--- src/rtl/ps2_keycode_rx.sv ---
// PS/2 keyboard receiver: deserializes device-to-host frames, decodes scan-code set 2
// (E0 extended, F0 break) and presents the held key as a USB HID usage code.
module ps2_keycode_rx #(
    parameter int TIMEOUT_CYCLES = 50000
) (
    input  logic       Clk,
    input  logic       Reset,
    input  logic       ps2_clk,
    input  logic       ps2_data,
    output logic [7:0] keycode,
    output logic       key_event,
    output logic       frame_err
);

    localparam int CNT_W = $clog2(TIMEOUT_CYCLES + 1);

    typedef enum logic [1:0] {IDLE, DATA, PARITY, STOP} state_t;

    state_t     state, state_n;
    logic [2:0] bit_cnt, bit_cnt_n;
    logic [7:0] shift, shift_n;
    logic       parity_bit, parity_bit_n;
    logic [CNT_W-1:0] timeout_cnt, timeout_cnt_n;
    logic       byte_valid, byte_valid_n;
    logic       frame_err_n;
    logic       ext, brk;

    logic clk_s1, clk_s2, clk_prev;
    logic data_s1, data_s2;
    logic fall, timeout;

    // Both pins idle high, so the synchronizers reset to 1 to avoid a false edge after reset.
    always_ff @(posedge Clk) begin
        if (Reset) begin
            clk_s1   <= 1'b1;
            clk_s2   <= 1'b1;
            clk_prev <= 1'b1;
            data_s1  <= 1'b1;
            data_s2  <= 1'b1;
        end else begin
            // NOTE: non-blocking assignments make every flop sample the pre-edge value,
            // which is what turns this chain into a real two-stage synchronizer.
            clk_s1   <= ps2_clk;
            clk_s2   <= clk_s1;
            clk_prev <= clk_s2;
            data_s1  <= ps2_data;
            data_s2  <= data_s1;
        end
    end

    assign fall    = clk_prev & ~clk_s2;
    assign timeout = (timeout_cnt == CNT_W'(TIMEOUT_CYCLES - 1));

    always_ff @(posedge Clk) begin
        if (Reset) begin
            state       <= IDLE;
            bit_cnt     <= '0;
            shift       <= '0;
            parity_bit  <= 1'b0;
            timeout_cnt <= '0;
            byte_valid  <= 1'b0;
            frame_err   <= 1'b0;
        end else begin
            state       <= state_n;
            bit_cnt     <= bit_cnt_n;
            shift       <= shift_n;
            parity_bit  <= parity_bit_n;
            timeout_cnt <= timeout_cnt_n;
            byte_valid  <= byte_valid_n;
            frame_err   <= frame_err_n;
        end
    end

    always_comb begin
        // NOTE: every output of this block gets a default first so no path infers a latch.
        state_n       = state;
        bit_cnt_n     = bit_cnt;
        shift_n       = shift;
        parity_bit_n  = parity_bit;
        timeout_cnt_n = '0;
        byte_valid_n  = 1'b0;
        frame_err_n   = 1'b0;

        if (state == IDLE) begin
            if (fall && !data_s2) begin
                state_n   = DATA;
                bit_cnt_n = '0;
            end
        end else if (timeout) begin
            // A timeout wins over an edge arriving in the same cycle.
            frame_err_n = 1'b1;
            state_n     = IDLE;
        end else if (fall) begin
            unique case (state)
                DATA: begin
                    shift_n = {data_s2, shift[7:1]};
                    if (bit_cnt == 3'd7) state_n = PARITY;
                    else                 bit_cnt_n = bit_cnt + 3'd1;
                end
                PARITY: begin
                    parity_bit_n = data_s2;
                    state_n      = STOP;
                end
                STOP: begin
                    if (data_s2 && (^shift ^ parity_bit)) byte_valid_n = 1'b1;
                    else                                  frame_err_n  = 1'b1;
                    state_n = IDLE;
                end
                default: state_n = IDLE;
            endcase
        end else begin
            timeout_cnt_n = timeout_cnt + CNT_W'(1);
        end
    end

    // Returns {hit, hid_code}; hit=0 for codes the motion blocks do not use.
    function automatic logic [8:0] map_code(input logic is_ext, input logic [7:0] code);
        logic [8:0] r;
        r = 9'h000;
        if (!is_ext) begin
            case (code)
                8'h1C: r = 9'h104;
                8'h23: r = 9'h107;
                8'h1B: r = 9'h116;
                8'h1D: r = 9'h11A;
                8'h29: r = 9'h12C;
                default: r = 9'h000;
            endcase
        end else begin
            case (code)
                8'h75: r = 9'h152;
                8'h72: r = 9'h151;
                8'h6B: r = 9'h150;
                8'h74: r = 9'h14F;
                default: r = 9'h000;
            endcase
        end
        return r;
    endfunction

    logic [8:0] mapped;
    assign mapped = map_code(ext, shift);

    always_ff @(posedge Clk) begin
        if (Reset) begin
            ext       <= 1'b0;
            brk       <= 1'b0;
            keycode   <= 8'h00;
            key_event <= 1'b0;
        end else begin
            key_event <= 1'b0;
            if (byte_valid) begin
                if (shift == 8'hE0) begin
                    ext <= 1'b1;
                end else if (shift == 8'hF0) begin
                    brk <= 1'b1;
                end else begin
                    ext <= 1'b0;
                    brk <= 1'b0;
                    if (mapped[8]) begin
                        // Releasing a key other than the held one leaves the held key alone.
                        if (brk) begin
                            if (mapped[7:0] == keycode) begin
                                keycode   <= 8'h00;
                                key_event <= 1'b1;
                            end
                        end else if (mapped[7:0] != keycode) begin
                            keycode   <= mapped[7:0];
                            key_event <= 1'b1;
                        end
                    end
                end
            end
        end
    end

endmodule
--- config.mk ---
export PLATFORM = sky130hd
export DESIGN_NAME = ps2_keycode_rx
export DESIGN_NICKNAME = d
export VERILOG_FILES = /design/src/rtl/ps2_keycode_rx.sv
export SDC_FILE = /design/constraint.sdc
export NUM_CORES = 1
export LEC_CHECK = 0
export ABC_AREA = 1
export CORE_UTILIZATION = 50
export CTS_BUF_LIST = sky130_fd_sc_hd__clkbuf_8 sky130_fd_sc_hd__clkbuf_16
export DETAILED_ROUTE_END_ITERATION = 7
export GPL_ROUTABILITY_DRIVEN = 0
export PLACE_DENSITY = 0.68
export SLEW_MARGIN = 10
export SYNTH_ARGS = -nofsm -noshare
export SYNTH_HDL_FRONTEND = slang
export SYNTH_SLANG_ARGS = --single-unit
--- constraint.sdc ---
create_clock -name Clk -period 2.35 [get_ports Clk]
set_clock_uncertainty 0.1 [all_clocks]
set_input_delay 0.47 -clock Clk [delete_from_list [all_inputs] [get_ports Clk]]
set_output_delay 0.47 -clock Clk [all_outputs]
set_load 0.005 [all_outputs]
# Yosys cells after proc, flatten, opt, wreduce, memory -nomap -nowiden
# Cells that the tools add are included.
# totals
register_bits	48
latch_bits	0
mem_bits_rw	0
romBits	0
word_cells	102
memories	0
# op_classes
n_addsub	2
n_mul	0
div_mod_pow	0
n_lt_le_gt_ge	0
eq_ne	24
shifts	0
n_mux	29
bitwise	11
n_reduce_logical	20
# op_table
operator	count
$pmux W9 S5	1
$pmux W9 S4	1
$eq A8 B7 Y1 const B	4
$eq A8 B5 Y1 const B	3
$mux W8	3
$mux W3	6
$add A16 B1 Y16 const B	1
$eq A16 B16 Y1 const B	1
$eq A8 B6 Y1 const B	2
$eq A8 B8 Y1 const B	2
$mux W1	11
$mux W2	5
$reduce_or A5 Y1	2
$mux W9	1
$not A1 Y1	9
$eq A8 B8 Y1	1
$ne A8 B8 Y1	1
$reduce_and A4 Y1	2
$reduce_xor A8 Y1	1
$ne A2 B1 Y1 const B	3
$reduce_and A6 Y1	1
$reduce_bool A2 Y1	3
$reduce_and A5 Y1	1
$eq A2 B2 Y1 const B	2
16 further kinds	19

# Logic depth before layout (Yosys ltp)
# Gate-level depths: netlist of the first run.
# depth
word_depth	7
ltp_mapped	18

# Least setup slack after synthesis of the first run
# No wires, ideal clock.
# synth_path
path_kind	register to register
from	reg shift[4]
to	reg keycode[0]
setup_time_ps	113
arrival_time_ps	1746
t_required_ps	2137
path_slack_ps	392
path_stages_with_launch	16
path_buffers	1
cell_sequence	dfxtp_1 inv_1 ha_1 nand2_1 nor2_1 nor2_2 nand3_2 nand3_1 nand2_1 nor2_1 nand3_1 nand2_1 nand3_2 buf_6 nor2_1 nor2_1
# synth_between
elab_chain_len	6
# synth_lines
element	line	rtl
from (decl)	21	logic [7:0] shift, shift_n;
from (signal assigned)	66	shift <= shift_n;
$eq A8 B6 Y1 (tied with other cells)	121	case (code)
$pmux W9 S5 or $pmux W9 S4 (tied branches)	121, 130	
$mux W9	120	if (!is_ext) begin
$eq A8 B8 Y1 or $ne A8 B8 Y1 (tied branches)	163, 167	
$ne A2 B1 Y1 (no source line) or $reduce_bool A2 Y1 (tied branches)	-	
$reduce_and A6 Y1 (no source line)	-	
to (signal assigned)	168	keycode <= mapped[7:0];
to (decl)	10	output logic [7:0] keycode,
# Parallel ways exist; a longest one is shown, timed or not. The select of a mux whose other input is x is not followed.
# A chain may end at the register's enable or synchronous reset.

# Final worst setup path of the first run
# layout_path
from	reg shift[3]
to	reg keycode[6]
# The elaborated chain is that of the path after synthesis.

==> run metrics, run 1 <==
commonest non-fill, non-tap cell in the layout nand2_1; xor/xnor share of the synthesized area 2.290%; Area Overhead vs Synth 14.63%; Synth area leader dfxtp_1; fin area about 3000 µm²; post-layout util between 50 and 60%; DRC viols 0; Worst R2R End keycode[6]$_SDFFE_PP0P_; min cycle time layout ~2.2 ns; fillers between 400 and 500; drt pass-1 iters 4; fmax 459.1 MHz; Synth Cell Area between 2000 and 3000 µm²; CTS sink count 47; count of final setup violators 0; core region area 5140 µm²; cts bufs inserted 5; largest family of logic cells by synthesized area simple AND/OR/NAND/NOR gates; DP HPWL 3.968 mm; n_diodes 0; CP Data Required Time around 2.5 ns; GR Util All Layers 20.18%; CP endpoint keycode[6]$_SDFFE_PP0P_; static leakage roughly 1.3 nW; FF-to-FF setup slack approximately 0.17 ns; DP Area 2869 µm²; crit share post-route roughly 93%; Mean Syn Cell Area roughly 7 µm²; vias in the first global route 2068; worst-path fanout max 7; Post-Synth Adder-Cell Area between 10% and 20%; commonest cells after routing, fill and taps aside nand2_1 (77), inv_1 (54), nor2_1 (50), dfxtp_1 (43), a21oi_1 (23); Clock Latency Late Sink 0.30 ns; initial antenna violation count 0; die width between 70 and 80 µm; CP startpoint shift[3]$_SDFFE_PP0P_; Mapped Cells between 300 and 400; Design Power about 1.4 mW; Die Area roughly 5700 µm²; depth of the worst register-to-register path 15; peak supply drop 403.9 µV; Detailed Route WL ~5.3 mm; DR vias/cell ~5.0; routed vias 2351; largest net degree at the start of global routing 16; post-synthesis sequential element count 47; simple-gate share of the synthesized area between 30% and 40%; Yosys top cell area share between 30% and 40%; kind of critical path reg2reg; CTS tree built; Max-Cap Viols 0; drt initial violations around 100; gr ovfl total 0; Hold Path Class reg2reg; sequential area share after synthesis about a third; Mapped Nets roughly 410; Compound-Gate Fraction of Synth Area under 10%; Clock Tree Root clkbuf_8; mux cell area share after synthesis 0%; Crit Reg-Reg Startpoint shift[3]$_SDFFE_PP0P_; drt wl/cell 11.12 µm; Worst-path clk slew 0.09 ns; Port Buffers 12; status complete, no violations; Hold-fix buffers, CTS 0; std cell rows 26; Synth area leaders dfxtp_1 (35%), nand2_1 (11%), ha_1 (10%); synth warn 0; layout cells sized above 1 approximately 12%; final hold violation count 0; Max Buffers Root-to-Sink 2; first-pass GRT wire length around 8.7 mm; max-slew violations 0; Netlist cell types 33; Die Height around 75 µm; Pwr Density between 400 and 500 nW/µm²; crit end category flip-flop; Fin Hold WS about 0.31 ns; post-placement setup slack 0.07090 ns; CP startpoint kind flip-flop; critical path data arrival time between 2 and 2.5 ns; PnR worst setup slack approximately 0.17 ns; Starting Density between 50% and 60%; Final nets between 400 and 500; H-tree lvl count 2; IO Pins 14; Antenna Violating Nets Remaining 0
## worst max-delay path, cell delays in order (launching register included)
cell     delay [ns]
dfxtp_1        0.39
inv_1          0.10
ha_1           0.21
nand2_1        0.11
nor2_4         0.05
nor2_4         0.10
nand2_1        0.08
nand2_1        0.08
nand2_1        0.05
nand2_1        0.08
nand3_1        0.08
nor2_1         0.17
nand3_2        0.16
nand3_4        0.16
and2_1         0.14
nor2_1         0.04
## cell type report
| cell class | count | area [µm²] | area share [%] |
|---|---|---|---|
| multi-input cells | 271 | 1525 | 49.69 |
| flip-flops and latches | 47 | 948.4 | 30.90 |
| inverters | 56 | 210.2 | 6.849 |
| repair buffers | 20 | 180.2 | 5.870 |
| well taps | 70 | 87.58 | 2.854 |
| clock buffers | 6 | 82.58 | 2.691 |
| clock inverters | 2 | 35.03 | 1.141 |
## Yosys cell counts (all sizes together)
| cell | count |
|---|---|
| clkbuf | 3 |
| o211ai | 2 |
| or2 | 4 |
| nand3 | 25 |
| o21ai | 15 |
| xor2 | 6 |
| xnor2 | 1 |
| nor4 | 3 |
| conb | 1 |
| nor3 | 10 |
| inv | 56 |
| dfxtp | 47 |
| a221oi | 1 |
| ha | 22 |
| nor2 | 57 |
| a211oi | 2 |
| o221a | 1 |
| buf | 6 |
| o21a | 2 |
| nor3b | 3 |
| and2 | 1 |
| nand4 | 8 |
| a21oi | 23 |
| nand2 | 83 |
## sequential cells by signal (all words and copies together), names as in the netlist, 2 cells and up
register / count
bit_cnt: 3
keycode: 7
timeout_cnt: 16
shift: 8
state: 2
## power breakdown
part	switching [mW]	leakage (nW)	internal [mW]
combinational	0.0166	0.811	0.0116
sequential	0.00116	0.382	0.798
clock	0.274	0.0612	0.344
## per-stage QoR
| stage | TNS, ns | cells |
|---|---|---|
| global route | -0.03813 | 472 |
| global placement | 0 | 460 |
| CTS | 0 | 468 |
| finish | 0 | 472 |
| floorplan | 0 | 382 |
| detailed placement | 0 | 460 |
## cells by family (layout without fill, tap and decap cells)
kind of cell    after synthesis  after routing
fa+ha+maj                    22             22
simple gates                194            195
xor+xnor                      7              7
flops                        47             47
other cells                   1              1
compound gates               46             46
buf+inv                      65             84
## per-layer routing
metal  track usage, %  wire length, µm  vias up
li1                 -                -     1253
met1            23.89             2477     1066
met2            36.94             2581       24
met3            3.614              116        8
met5                0                0        -
met4            6.379               74        0
## worst min path at each step
stage                              to  slack, ns         startpoint  cells past startpoint
finish              clk_s2$_SDFF_PP1_       0.31  clk_s1$_SDFF_PP1_                      1
global route        clk_s2$_SDFF_PP1_       0.34  clk_s1$_SDFF_PP1_                      1
CTS                 clk_s2$_SDFF_PP1_       0.32  clk_s1$_SDFF_PP1_                      1
detailed placement  clk_s2$_SDFF_PP1_       0.29  clk_s1$_SDFF_PP1_                      1
global placement    clk_s2$_SDFF_PP1_       0.29  clk_s1$_SDFF_PP1_                      1
floorplan           clk_s2$_SDFF_PP1_       0.29  clk_s1$_SDFF_PP1_                      1
## repair_timing
action | CTS | global route
gates resized for setup | 0 | 15
endpoints found under the setup margin | 0 | 8
setup buffers | 0 | 3
hold endpoints to repair | 0 | 0
(Power assumes the default switching activity.)
==> run 2, diff against run 1 <==
--- a/config.mk
+++ b/config.mk
@@ -6,8 +6,9 @@
 export NUM_CORES = 1
 export LEC_CHECK = 0
 export ABC_AREA = 1
+export CORE_MARGIN = 4
 export CORE_UTILIZATION = 50
-export CTS_BUF_LIST = sky130_fd_sc_hd__clkbuf_8 sky130_fd_sc_hd__clkbuf_16
+export CTS_BUF_LIST = sky130_fd_sc_hd__clkbuf_8
 export DETAILED_ROUTE_END_ITERATION = 7
 export GPL_ROUTABILITY_DRIVEN = 0
 export PLACE_DENSITY = 0.68
==> constraint.sdc (replaced) <==
create_clock -name Clk -period 2.05 [get_ports Clk]
set_clock_uncertainty 0.1 [all_clocks]
set_input_delay 0.41 -clock Clk [delete_from_list [all_inputs] [get_ports Clk]]
set_output_delay 0.41 -clock Clk [all_outputs]
set_load 0.005 [all_outputs]
==> run 2 against run 1 <==
Compared with the run above:
- the flow now finishes with violations (setup timing)
- sequential power up 14%
- maximum frequency down 1.4%
- clock-buffer cell count down 1
- setup slack worse by 0.33 ns
- sequential cell count unchanged
- first-iteration DRC count up 78%
- sequential share of layout area down 5.4 points
- routed wire length up 40%
- global-route usage up 0.39 points
- register-to-register slack worse by 0.33 ns
- combinational power up 38%
- critical path depth up 1
- critical path type unchanged
- highest routed layer unchanged
==> run metrics, run 2 (synthesis gave the netlist of run 1 again) <==
status finished with violations (was complete, no violations); failing checks setup timing; max-slew violations 0 (unchanged); drt wl/cell 14.31 µm (was 11.12 µm); Clock Latency Late Sink 0.30 ns (about the same); Final nets 470 (was 427); drt pass-1 iters 5 (was 4); min cycle time layout 2.210 ns (was 2.178 ns); Critical path buffers and inverters 3 (was 1); crit end category flip-flop (unchanged); initial antenna violation count 0 (unchanged); DRC viols 0 (unchanged); Worst-path clk slew 0.08 ns (was 0.09 ns); die width 81.18 µm (was 75.18 µm); DR vias/cell 5.173 (was 4.981); layout cells sized above 1 36.71% (was 12.19%); DP HPWL 4.292 mm (was 3.968 mm); critical path data arrival time 2.36 ns (was 2.29 ns); gr ovfl total 0 (unchanged); largest net degree at the start of global routing 17 (was 16); GR Util All Layers 20.57% (was 20.18%); count of final setup violators 8 (was 0); Largest register FFs 16 (unchanged); Die Height 81.18 µm (was 75.18 µm); crit share post-route 107.8% (was 92.70%); DP Area 3129 µm² (was 2869 µm²); Antenna Violating Nets Remaining 0 (unchanged); CTS tree built (unchanged); Starting Density 52.09% (unchanged); Pwr Density 425.2 nW/µm² (was 471.1 nW/µm²); fmax 452.5 MHz (was 459.1 MHz); CP cell instances inv_2, ha_4, nand2_1, nor2_2, inv_1, nand2_2, nand2_2, nand2_2, nand3_1, nor2_1, nand3_1, nand2_2, nand3_4, buf_4, and2_1, nor2_1 (was inv_1, ha_1, nand2_1, nor2_4, nor2_4, nand2_1, nand2_1, nand2_1, nand2_1, nand3_1, nor2_1, nand3_2, nand3_4, and2_1, nor2_1); Cells after DPL 493 (was 460); Worst path depth 16 (was 15); worst hold path stage count 1 (unchanged); core region area 5140 µm² (unchanged); drt initial violations 185 (was 104); most frequent CP cell nand2_2 (was nand2_1); CP Data Required Time 2.20 ns (was 2.46 ns); cts bufs inserted 5 (unchanged); final hold violation count 0 (unchanged); Critical-path top delay cell dfxtp_2 (was dfxtp_1); Max Buffers Root-to-Sink 2 (unchanged); IO Pins 14 (unchanged); Max-Cap Viols 0 (unchanged); H-tree lvl count 2 (unchanged); static leakage 1.567 nW (was 1.254 nW); peak supply drop 348.8 µV (was 403.9 µV); routed vias 2659 (was 2351); std cell rows 26 (unchanged); n_diodes 0 (unchanged); Die Area 6590 µm² (was 5652 µm²); fin cells 514 (was 472); CP startpoint kind flip-flop (unchanged); Detailed Route WL 7.354 mm (was 5.250 mm); commonest cells after routing, fill and taps aside nand2_1 (52), inv_1 (46), buf_4 (44), dfxtp_1 (38), nor2_1 (37) (was nand2_1 (77), inv_1 (54), nor2_1 (50), dfxtp_1 (43), a21oi_1 (23)); first-pass GRT wire length 10.62 mm (was 8.673 mm); fin area 3790 µm² (was 3069 µm²); worst-path fanout max 4 (was 7); commonest non-fill, non-tap cell in the layout nand2_1 (unchanged); Hold-fix buffers, CTS 0 (unchanged); Largest stage delay, worst path 0.35 ns (was 0.39 ns); depth of the worst register-to-register path 16 (was 15); RSZ-0062 raised after global routing yes; Fin Hold WS 0.3175 ns (was 0.3127 ns); largest registers timeout_cnt: 16 flops, shift: 8 flops, keycode: 7 flops (unchanged); PnR worst setup slack -0.1599 ns (was 0.1717 ns); vias in the first global route 2504 (was 2068); Area Overhead vs Synth 41.54% (was 14.63%); Hold Path Class reg2reg (unchanged); kind of critical path reg2reg (unchanged); CTS sink count 47 (unchanged); Biggest register timeout_cnt (unchanged); Port Buffers 12 (unchanged); delay-heaviest family, CP simple AND/OR/NAND/NOR gates (unchanged); Clock Tree Root clkbuf_8 (unchanged)
run 2: cell types whose count changed in the layout (fill, tap and decap cells not counted), sizes merged:
cell    previous run  this run
buf                8        52
clkbuf             6         5
clkinv             1         0
inv               56        57
nand3             26        25
run 2: through the flow:
step / setup slack [ns] / util, % / TNS [ns] / power, mW
2_1_floorplan: 0.09163 / - / 0 / 0.9594
3_3_place_gp: -0.1980 / 60.88 / -1.225 / 0.9765
3_5_place_dp: -0.2176 / 60.88 / -1.382 / 0.9763
4_1_cts: -0.005071 / 68.35 / -0.008505 / 1.637
5_1_grt: -0.3266 / 73.73 / -2.419 / 1.676
6_report: -0.1599 / 73.73 / -1.097 / 1.611
run 2: where the power goes:
group	internal (mW)	total [mW]	switching, mW	leakage [nW]
Sequential	0.909	0.911	0.00149	0.386
Clock	0.353	0.661	0.309	0.0554
Combinational	0.0176	0.0389	0.0213	1.13
run 2: worst register-to-register path, delay by kind of cell (launching register included):
family / cells / cell delay (ns)
adder cells (fa/ha/maj): 1 / 0.18
buffers and inverters: 3 / 0.36
flip-flops: 1 / 0.35
AND/OR/NAND/NOR: 12 / 1.18
run 2: per-layer routing:
metal | GRT usage (%) | wire length (µm) | vias to the layer above
li1 | - | - | 1341
met1 | 24.07 | 2988 | 1220
met2 | 36.62 | 3797 | 74
met3 | 3.880 | 298 | 24
met4 | 8.446 | 270 | 0
met5 | 0 | 0 | -
run 2: layout make-up:
| class | count | area [µm²] |
|---|---|---|
| Tap cell | 70 | 87.58 |
| Timing Repair Buffer | 64 | 549.3 |
| Fill cell | 402 | 1350 |
| Sequential cell | 47 | 964.7 |
| Inverter | 56 | 225.2 |
| Clock inverter | 2 | 33.78 |
| Multi-Input combinational cell | 270 | 1861 |
| Clock buffer | 5 | 68.82 |
run 2: repair_timing:
item	in CTS	in global routing
resized for setup	62	68
setup buffers	10	4
endpoints found under the setup margin	8	21
pin swaps	12	25
run 2: final timing paths:
path / slack (ns) / start / end
worst min register to register: 0.32 / data_s1$_SDFF_PP1_ / data_s2$_SDFF_PP1_
worst min-delay path: 0.32 / data_s1$_SDFF_PP1_ / data_s2$_SDFF_PP1_
worst max-delay path: -0.16 / shift[1]$_SDFFE_PP0P_ / keycode[6]$_SDFFE_PP0P_
worst max register to register: -0.16 / shift[1]$_SDFFE_PP0P_ / keycode[6]$_SDFFE_PP0P_
